### src/rtl/datapath_io_port_if.sv
`default_nettype none
// ============================================================================
// Module      : datapath_io_port_if
// Description : Bus bundle between the host/core side and datapath_io_port.
//               slave  - the I/O port itself (drives IN/OUT, flags, counter)
//               master - the host/core side (drives data, valid/ready, rd/wr)
//               Signals:
//                 host_in_data/valid/ready : host -> input FIFO handshake
//                 core_in_rd, IN, in_empty : core input instruction side
//                 core_out_wr/data         : core output instruction side
//                 OUT, host_out_valid/ready: output FIFO -> host handshake
//                 last_out, cycle_count, done, err_underflow, err_overflow
// Revision    : 1.0 - initial release
// ============================================================================
interface datapath_io_port_if #(
  parameter int CNT_W = 32
);
  logic [15:0]      host_in_data;
  logic             host_in_valid;
  logic             host_in_ready;
  logic             core_in_rd;
  logic [15:0]      IN;
  logic             in_empty;
  logic             core_out_wr;
  logic [15:0]      core_out_data;
  logic [15:0]      OUT;
  logic             host_out_valid;
  logic             host_out_ready;
  logic [15:0]      last_out;
  logic [CNT_W-1:0] cycle_count;
  logic             done;
  logic             err_underflow;
  logic             err_overflow;

  modport slave (
    input  host_in_data, host_in_valid, core_in_rd,
    input  core_out_wr, core_out_data, host_out_ready,
    output host_in_ready, IN, in_empty, OUT, host_out_valid,
    output last_out, cycle_count, done, err_underflow, err_overflow
  );

  modport master (
    output host_in_data, host_in_valid, core_in_rd,
    output core_out_wr, core_out_data, host_out_ready,
    input  host_in_ready, IN, in_empty, OUT, host_out_valid,
    input  last_out, cycle_count, done, err_underflow, err_overflow
  );
endinterface
`default_nettype wire

### src/rtl/datapath_io_port.sv
`default_nettype none
// ============================================================================
// Module      : datapath_io_port
// Description : Processor-side I/O responder. Buffers host words into an
//               input FIFO whose popped word is held on a registered IN,
//               captures core output words into an output FIFO drained by
//               the host, and counts cycles from reset release to the first
//               core output.
//               Ports:
//                 CLK   - clock, all state on rising edge
//                 reset - synchronous, active-high
//                 bus   - datapath_io_port_if.slave (handshakes, data, flags)
// Revision    : 1.0 - initial release
// ============================================================================
module datapath_io_port #(
  parameter int IN_DEPTH  = 4,
  parameter int OUT_DEPTH = 4,
  parameter int CNT_W     = 32
) (
  input  wire logic         CLK,
  input  wire logic         reset,
  datapath_io_port_if.slave bus
);

  localparam int c_IN_AW  = $clog2(IN_DEPTH);
  localparam int c_OUT_AW = $clog2(OUT_DEPTH);
  localparam logic [CNT_W-1:0] c_CNT_MAX = {CNT_W{1'b1}};

  // --------------------------------------------------------------------------
  // Input FIFO (host -> core)
  // --------------------------------------------------------------------------
  logic [15:0]      r_in_mem [IN_DEPTH];
  logic [c_IN_AW:0] r_in_wp;
  logic [c_IN_AW:0] r_in_rp;
  logic [15:0]      r_in_q;
  logic             r_err_underflow;

  logic w_in_empty;
  logic w_in_full;
  logic w_in_push;
  logic w_in_pop;

  // Pointers carry one extra wrap bit so full and empty are distinguishable.
  assign w_in_empty = (r_in_wp == r_in_rp);
  assign w_in_full  = (r_in_wp[c_IN_AW-1:0] == r_in_rp[c_IN_AW-1:0]) &&
                      (r_in_wp[c_IN_AW] != r_in_rp[c_IN_AW]);
  // Ready depends only on full: no pop-bypass when full.
  assign w_in_push  = bus.host_in_valid && !w_in_full;
  assign w_in_pop   = bus.core_in_rd && !w_in_empty;

  // Storage needs no reset; the pointers define which entries are live.
  always_ff @(posedge CLK) begin
    if (w_in_push) r_in_mem[r_in_wp[c_IN_AW-1:0]] <= bus.host_in_data;
  end

  always_ff @(posedge CLK) begin
    if (reset) begin
      r_in_wp         <= '0;
      r_in_rp         <= '0;
      r_in_q          <= '0;
      r_err_underflow <= 1'b0;
    end else begin
      if (w_in_push) r_in_wp <= r_in_wp + 1'b1;
      if (w_in_pop) begin
        r_in_rp <= r_in_rp + 1'b1;
        r_in_q  <= r_in_mem[r_in_rp[c_IN_AW-1:0]];
      end
      // IN is left untouched on an empty read so the core can re-read it.
      if (bus.core_in_rd && w_in_empty) r_err_underflow <= 1'b1;
    end
  end

  assign bus.host_in_ready = !w_in_full;
  assign bus.in_empty      = w_in_empty;
  assign bus.IN            = r_in_q;
  assign bus.err_underflow = r_err_underflow;

  // --------------------------------------------------------------------------
  // Output FIFO (core -> host)
  // --------------------------------------------------------------------------
  logic [15:0]       r_out_mem [OUT_DEPTH];
  logic [c_OUT_AW:0] r_out_wp;
  logic [c_OUT_AW:0] r_out_rp;
  logic [15:0]       r_last_out;
  logic              r_err_overflow;

  logic w_out_empty;
  logic w_out_full;
  logic w_out_push;
  logic w_out_pop;

  assign w_out_empty = (r_out_wp == r_out_rp);
  assign w_out_full  = (r_out_wp[c_OUT_AW-1:0] == r_out_rp[c_OUT_AW-1:0]) &&
                       (r_out_wp[c_OUT_AW] != r_out_rp[c_OUT_AW]);
  assign w_out_pop   = !w_out_empty && bus.host_out_ready;
  // A same-cycle host pop frees the slot, so a write while full still lands.
  assign w_out_push  = bus.core_out_wr && (!w_out_full || w_out_pop);

  always_ff @(posedge CLK) begin
    if (w_out_push) r_out_mem[r_out_wp[c_OUT_AW-1:0]] <= bus.core_out_data;
  end

  always_ff @(posedge CLK) begin
    if (reset) begin
      r_out_wp       <= '0;
      r_out_rp       <= '0;
      r_last_out     <= '0;
      r_err_overflow <= 1'b0;
    end else begin
      if (w_out_push) r_out_wp <= r_out_wp + 1'b1;
      if (w_out_pop)  r_out_rp <= r_out_rp + 1'b1;
      if (bus.core_out_wr) begin
        r_last_out <= bus.core_out_data;
        if (!w_out_push) r_err_overflow <= 1'b1;
      end
    end
  end

  assign bus.OUT            = w_out_empty ? 16'h0000
                                          : r_out_mem[r_out_rp[c_OUT_AW-1:0]];
  assign bus.host_out_valid = !w_out_empty;
  assign bus.last_out       = r_last_out;
  assign bus.err_overflow   = r_err_overflow;

  // --------------------------------------------------------------------------
  // Run-time counter: counts up to and including the first core write,
  // then freezes; saturates rather than wrapping on very long runs.
  // --------------------------------------------------------------------------
  logic [CNT_W-1:0] r_cnt;
  logic             r_done;

  always_ff @(posedge CLK) begin
    if (reset) begin
      r_cnt  <= '0;
      r_done <= 1'b0;
    end else if (!r_done) begin
      if (r_cnt != c_CNT_MAX) r_cnt <= r_cnt + 1'b1;
      if (bus.core_out_wr)    r_done <= 1'b1;
    end
  end

  assign bus.cycle_count = r_cnt;
  assign bus.done        = r_done;

endmodule
`default_nettype wire

### src/flat_wrapper.sv
// flat-port wrapper written by rule: the top's interface ports become plain ports
module datapath_io_port_flat 
#(
  parameter int IN_DEPTH  = 4,
  parameter int OUT_DEPTH = 4,
  parameter int CNT_W     = 32
)
  (CLK, reset, bus_host_in_data, bus_host_in_valid, bus_core_in_rd, bus_core_out_wr, bus_core_out_data, bus_host_out_ready, bus_host_in_ready, bus_IN, bus_in_empty, bus_OUT, bus_host_out_valid, bus_last_out, bus_cycle_count, bus_done, bus_err_underflow, bus_err_overflow);
  datapath_io_port_if #(.CNT_W(CNT_W)) bus_i ();
  input  wire logic CLK;
  input  wire logic reset;
  input wire logic [$bits(bus_i.host_in_data)-1:0] bus_host_in_data;
  input wire logic [$bits(bus_i.host_in_valid)-1:0] bus_host_in_valid;
  input wire logic [$bits(bus_i.core_in_rd)-1:0] bus_core_in_rd;
  input wire logic [$bits(bus_i.core_out_wr)-1:0] bus_core_out_wr;
  input wire logic [$bits(bus_i.core_out_data)-1:0] bus_core_out_data;
  input wire logic [$bits(bus_i.host_out_ready)-1:0] bus_host_out_ready;
  output wire logic [$bits(bus_i.host_in_ready)-1:0] bus_host_in_ready;
  output wire logic [$bits(bus_i.IN)-1:0] bus_IN;
  output wire logic [$bits(bus_i.in_empty)-1:0] bus_in_empty;
  output wire logic [$bits(bus_i.OUT)-1:0] bus_OUT;
  output wire logic [$bits(bus_i.host_out_valid)-1:0] bus_host_out_valid;
  output wire logic [$bits(bus_i.last_out)-1:0] bus_last_out;
  output wire logic [$bits(bus_i.cycle_count)-1:0] bus_cycle_count;
  output wire logic [$bits(bus_i.done)-1:0] bus_done;
  output wire logic [$bits(bus_i.err_underflow)-1:0] bus_err_underflow;
  output wire logic [$bits(bus_i.err_overflow)-1:0] bus_err_overflow;
  assign bus_i.host_in_data = bus_host_in_data;
  assign bus_i.host_in_valid = bus_host_in_valid;
  assign bus_i.core_in_rd = bus_core_in_rd;
  assign bus_i.core_out_wr = bus_core_out_wr;
  assign bus_i.core_out_data = bus_core_out_data;
  assign bus_i.host_out_ready = bus_host_out_ready;
  assign bus_host_in_ready = bus_i.host_in_ready;
  assign bus_IN = bus_i.IN;
  assign bus_in_empty = bus_i.in_empty;
  assign bus_OUT = bus_i.OUT;
  assign bus_host_out_valid = bus_i.host_out_valid;
  assign bus_last_out = bus_i.last_out;
  assign bus_cycle_count = bus_i.cycle_count;
  assign bus_done = bus_i.done;
  assign bus_err_underflow = bus_i.err_underflow;
  assign bus_err_overflow = bus_i.err_overflow;
  datapath_io_port #(.IN_DEPTH(IN_DEPTH), .OUT_DEPTH(OUT_DEPTH), .CNT_W(CNT_W)) u_core (.CLK(CLK), .reset(reset), .bus(bus_i));
endmodule
### config.mk
export PLATFORM = sky130hd
export DESIGN_NAME = datapath_io_port_flat
export DESIGN_NICKNAME = d
export VERILOG_FILES = /design/src/rtl/datapath_io_port_if.sv /design/src/rtl/datapath_io_port.sv /design/src/flat_wrapper.sv
export SDC_FILE = /design/constraint.sdc
export NUM_CORES = 1
export LEC_CHECK = 0
export CAP_MARGIN = 20
export CORE_AREA = 3 3 102 178
export DETAILED_ROUTE_END_ITERATION = 10
export DIE_AREA = 0 0 105 181
export PLACE_DENSITY_LB_ADDON = 0.25
export SLEW_MARGIN = 20
export SYNTH_ARGS = -nofsm -noshare
export SYNTH_HDL_FRONTEND = slang
export SYNTH_SLANG_ARGS = --single-unit
export TNS_END_PERCENT = 100
### constraint.sdc
create_clock -name CLK -period 2.5 [get_ports CLK]
set_input_delay 0.375 -clock CLK [delete_from_list [all_inputs] [get_ports CLK]]
set_output_delay 0.375 -clock CLK [all_outputs]
set_load 0.02 [all_outputs]
==> results.env <==
DRIVE_ABOVE_1_SHARE_PCT=13.9
STATUS='finished, final reports clean'
FINALCLOCKSKEW_PS=11.4
CLOCK_POWER_SHARE_PCT=34.2
FIN_UTIL_PCT=62.6
DPL-INSTANCE-AREA_UM2=9930
SYNTH_AREA_PER_INST_UM2=13.8
PEAKVDDDROP_mV=0.751
CTS_BUFFERS=19
YOSYS_REGISTER_BITS=209
CP_MAX_FO=17
INTERNAL-POWER_mW=6.28
HOLD_CLASS='input port to flop'
CLOCK_LATENCY_PS=480
ROUTEDWLPERCELL_UM=18.0
HOLD_VIOLATIONS=0
TIMING.RR.START='u_core.bus.cycle_count[25]$_SDFFE_PP0P_'
CTS_MAX_PATH_BUFFERS=3
DRC=0
POSTSYNTHCELLCOUNT=608
SYNTH_TOP_CELL_AREA_SHARE_PCT=45.9
VIAS=5417
SYNTH_AREA_UM2=8370
IO_BUFFERS=123
SHARE_OF_THE_SYNTHESIZED_AREA_IN_COMPOUND_GATES_AO_OA_AOI_OAI_PCT=4.61
FINAL-MAX-SLEW-VIOLATION-COUNT=0
CTS.REPORTEDPATHS.CLKPINSLEW_PS=60
CP_SLOWEST_STAGE_DELAY_PS=550
TIMING.FMAX_MHz=410
YS_TOP_CELLS_BY_AREA='edfxtp_1 (46%), dfxtp_1 (19%), mux4_2 (8.6%)'
PERIOD_SHARE_PCT=97.6
BEGINNING_OF_THE_CRITICAL_PATH='u_core.r_out_wp[0]$_SDFFE_PP0P_'
CTS-ROOT-BUF='clkbuf_16'
WORST_HOLD_STARTPOINT='reset'
POWER.DENSITY_CELL_AREA_nW_PER_UM2=791
SYNTH_TOP_FAMILY_BY_AREA='simple AND/OR/NAND/NOR gates'
PATH_CLASS='flop to primary output'
POST_SYNTH_XOR_AREA_FRACTION_PCT=2.30
POST-SYNTH-TOP-COUNT-CELL='edfxtp_1'
DIE_W_UM=105
DRT_ITER0_MARKERS=254
FIN_NETS=801
DIE_AREA_UM2=19000
TOTAL_CONGESTION_OVERFLOW=0
CTS.SINKS=209
GRT_PASS1_VIAS=5617
CTS_TREE='built'
ROUTE.MET2.WL_MM=10.1
GRT_FIRST_PASS_WIRELENGTH_MM=28.7
WORST_SLEW_PIN_SLEW_PS=635
DRT_FIRST_PASS_ITERS=5
MAXSLEWHEADROOM_PCT=57.6
SYN2LAYOUT_AREA_GROWTH_PCT=26.3
PRE_CTS_WS_PS=274
SYNTH.LARGEST_AREA_CELL='edfxtp_1'
LEAKAGE_nW=3.66
CP_MAX_STAGE_CELL='clkdlybuf4s50_1'
WL_MET3_MM=1.05
SETUP-VIOLATIONS-FINAL=0
GRT_RESOURCE_USAGE_TOTAL_PCT=18.8
END_KIND='primary output'
WORST_EP_REQUIRED_TIME_PS=2120
INITIAL_CORE_UTIL_PCT=49.6
MUX_SHARE_OF_POST_SYNTHESIS_CELL_AREA_PCT=11.8
SYNTH_ENABLE_FLOP_CELLS=128
WIRELENGTH_MM=17.9
GRT_MAX_DEGREE=38
ANT_NETS=0
GP_ROUTABILITY_CONGESTION=0.861
SYNTH_ASYNC_SR_FLOP_SHARE_PCT=0
HIGHEST_LAYER='met4'
YOSYS.AREA_SHARE.ADDER_PCT=1.65
ANTENNA_FOUND_INITIAL=0
SYNTH_WARNINGS=0
FIN_WS_PS=61.1
SHARE_COMB_OF_TOTAL_POWER_PCT=18.5
FLOORPLAN.CORE_AREA_UM2=16900
ANTENNA-DIODE-COUNT=0
DRT-MET1-WL_MM=6.18
FILLCELLCOUNT=1334
MAPPEDNETLISTNETS=657
SWITCHINGPOWER_mW=2.08
FINAL_PERIOD_MINUS_WORST_SETUP_SLACK_PS=2440
NETLIST-CELL-TYPE-COUNT=44
YOSYS.AREA_SHARE.SIMPLE_PCT=12.1
YS_DOMINANT_REG_CELL='edfxtp_1'
TIMING.MAX_CAP.VIOLATIONS=0
CRITPATHLAUNCHTYPE='flop'
LAYOUT.CELL_AREA.NON_FILLER_UM2=10600
SYNTH_COMMON_CELLS='edfxtp_1 (128), dfxtp_1 (81), nor2_1 (59), nand2_1 (48), a21oi_1 (37)'
SYNTH_SEQ_AREA_SHARE_PCT=65.3
ROWS=63
CTS_HTREE_LEVELS=1
POWER.SEQUENTIAL.FRACTION_PCT=47.3
CTS_HOLD_REPAIR.BUFFERS=0
CP_DATA_ARRIVAL_TIME_PS=2060
SW_FRAC_OF_TOTAL_PCT=24.8
CRIT_CHAIN='xnor2_1 > nand3_1 > buf_4 > clkdlybuf4s50_1'
DETAIL_ROUTE.VIAS_PER_CELL=5.47
IO_PINS=124
DIE-HEIGHT_UM=181
DPL.HPWL_MM=12.8
==> registers in the layout, summed over array words and instances (netlist names), named ones only <==
| register | cells |
|---|---|
| u_core.r_in_mem | 64 |
| u_core.r_out_mem | 64 |
| u_core.bus.cycle_count | 32 |
| u_core.bus.IN | 16 |
| u_core.bus.last_out | 16 |
| u_core.r_in_rp | 3 |
| u_core.r_in_wp | 3 |
| u_core.r_out_rp | 3 |
| u_core.r_out_wp | 3 |
| u_core.bus.done | 1 |
| u_core.bus.err_overflow | 1 |
| u_core.bus.err_underflow | 1 |
==> worst max-delay path: cells and delay by family (launching register included) <==
family | cells | cell delay [ps]
buffers and inverters | 2 | 780
flip-flops | 1 | 350
XOR/XNOR | 1 | 280
AND/OR/NAND/NOR | 1 | 180
==> kinds of logic after synthesis <==
| kind of cell | count (synthesis) |
|---|---|
| compound gates | 66 |
| xor+xnor | 22 |
| fa+ha+maj | 11 |
| buf+inv | 40 |
| flops | 209 |
| mux | 58 |
| simple gates | 202 |
==> metal layers <==
| metal | global-route usage (%) | vias to the layer above |
|---|---|---|
| met5 | 0 | - |
| met4 | 6.62 | 0 |
| met3 | 3.32 | 45 |
| met2 | 36.5 | 194 |
| met1 | 20.1 | 2642 |
| li1 | - | 2536 |
==> layout make-up <==
cell class	count	area (um^2)	share of cell area [%]
Inverter	15	56.3	0.533
Sequential cell	209	5470	51.7
Timing Repair Buffer	148	1400	13.2
Tap cell	227	284	2.69
Clock inverter	8	88.8	0.841
Clock buffer	25	528	5.00
Multi-Input combinational cell	359	2740	26.0
==> final timing paths <==
path	endpoint	slack, ps	cells past startpoint
max	bus_host_out_valid	60	4
min	u_core.bus.cycle_count[10]$_SDFFE_PP0P_	400	2
min reg2reg	u_core.bus.IN[15]$_SDFFE_PP0P_	460	2
max reg2reg	u_core.bus.cycle_count[11]$_SDFFE_PP0P_	200	5
==> power by group through the flow <==
stage          Sequential (mW)  Clock (mW)  Combinational, mW
3_3_place_gp              4.01           0               1.60
4_1_cts                   3.95        2.94               1.57
2_1_floorplan             4.09           0              0.886
6_report                  3.95        2.86               1.55
5_1_grt                   3.97        3.08               1.67
3_5_place_dp              4.02           0               1.64
==> repair_timing <==
action                                 CTS  global route
gates resized for setup                 17             4
buffers inserted                         0             1
setup endpoints to repair               16             3
endpoints found under the hold margin    0             0
pin swaps                                0             1
==> layout by cell type (no fill, tap or decap), types with 6 or more instances in the layout <==
| cell type | n |
|---|---|
| nand2_1 | 48 |
| or3_1 | 11 |
| mux2_2 | 8 |
| clkbuf_16 | 19 |
| nand4_1 | 8 |
| dlygate4sd2_1 | 16 |
| and2_1 | 21 |
| o31ai_1 | 7 |
| xor2_1 | 9 |
| nor2_1 | 59 |
| xnor2_1 | 10 |
| or4_1 | 7 |
| edfxtp_1 | 128 |
| mux2i_1 | 18 |
| o21ai_0 | 11 |
| nand3_1 | 15 |
| mux4_2 | 32 |
| nor4_1 | 6 |
| a21oi_1 | 37 |
| nor2b_1 | 8 |
| clkdlybuf4s50_1 | 106 |
| buf_4 | 24 |
| nor3_1 | 7 |
| inv_1 | 15 |
| ha_1 | 11 |
| dfxtp_1 | 80 |
==> metrics by stage <==
stage / total power [mW] / setup TNS, ps / hold slack, ps / cells
CTS: 8.47 / 0 / 395 / 990
global route: 8.72 / -9.20 / 438 / 991
global placement: 5.61 / 0 / 447 / 957
finish: 8.36 / 0 / 400 / 991
detailed placement: 5.66 / 0 / 451 / 957
floorplan: 4.97 / 0 / 474 / 608
Power figures use the tool's default switching activity.
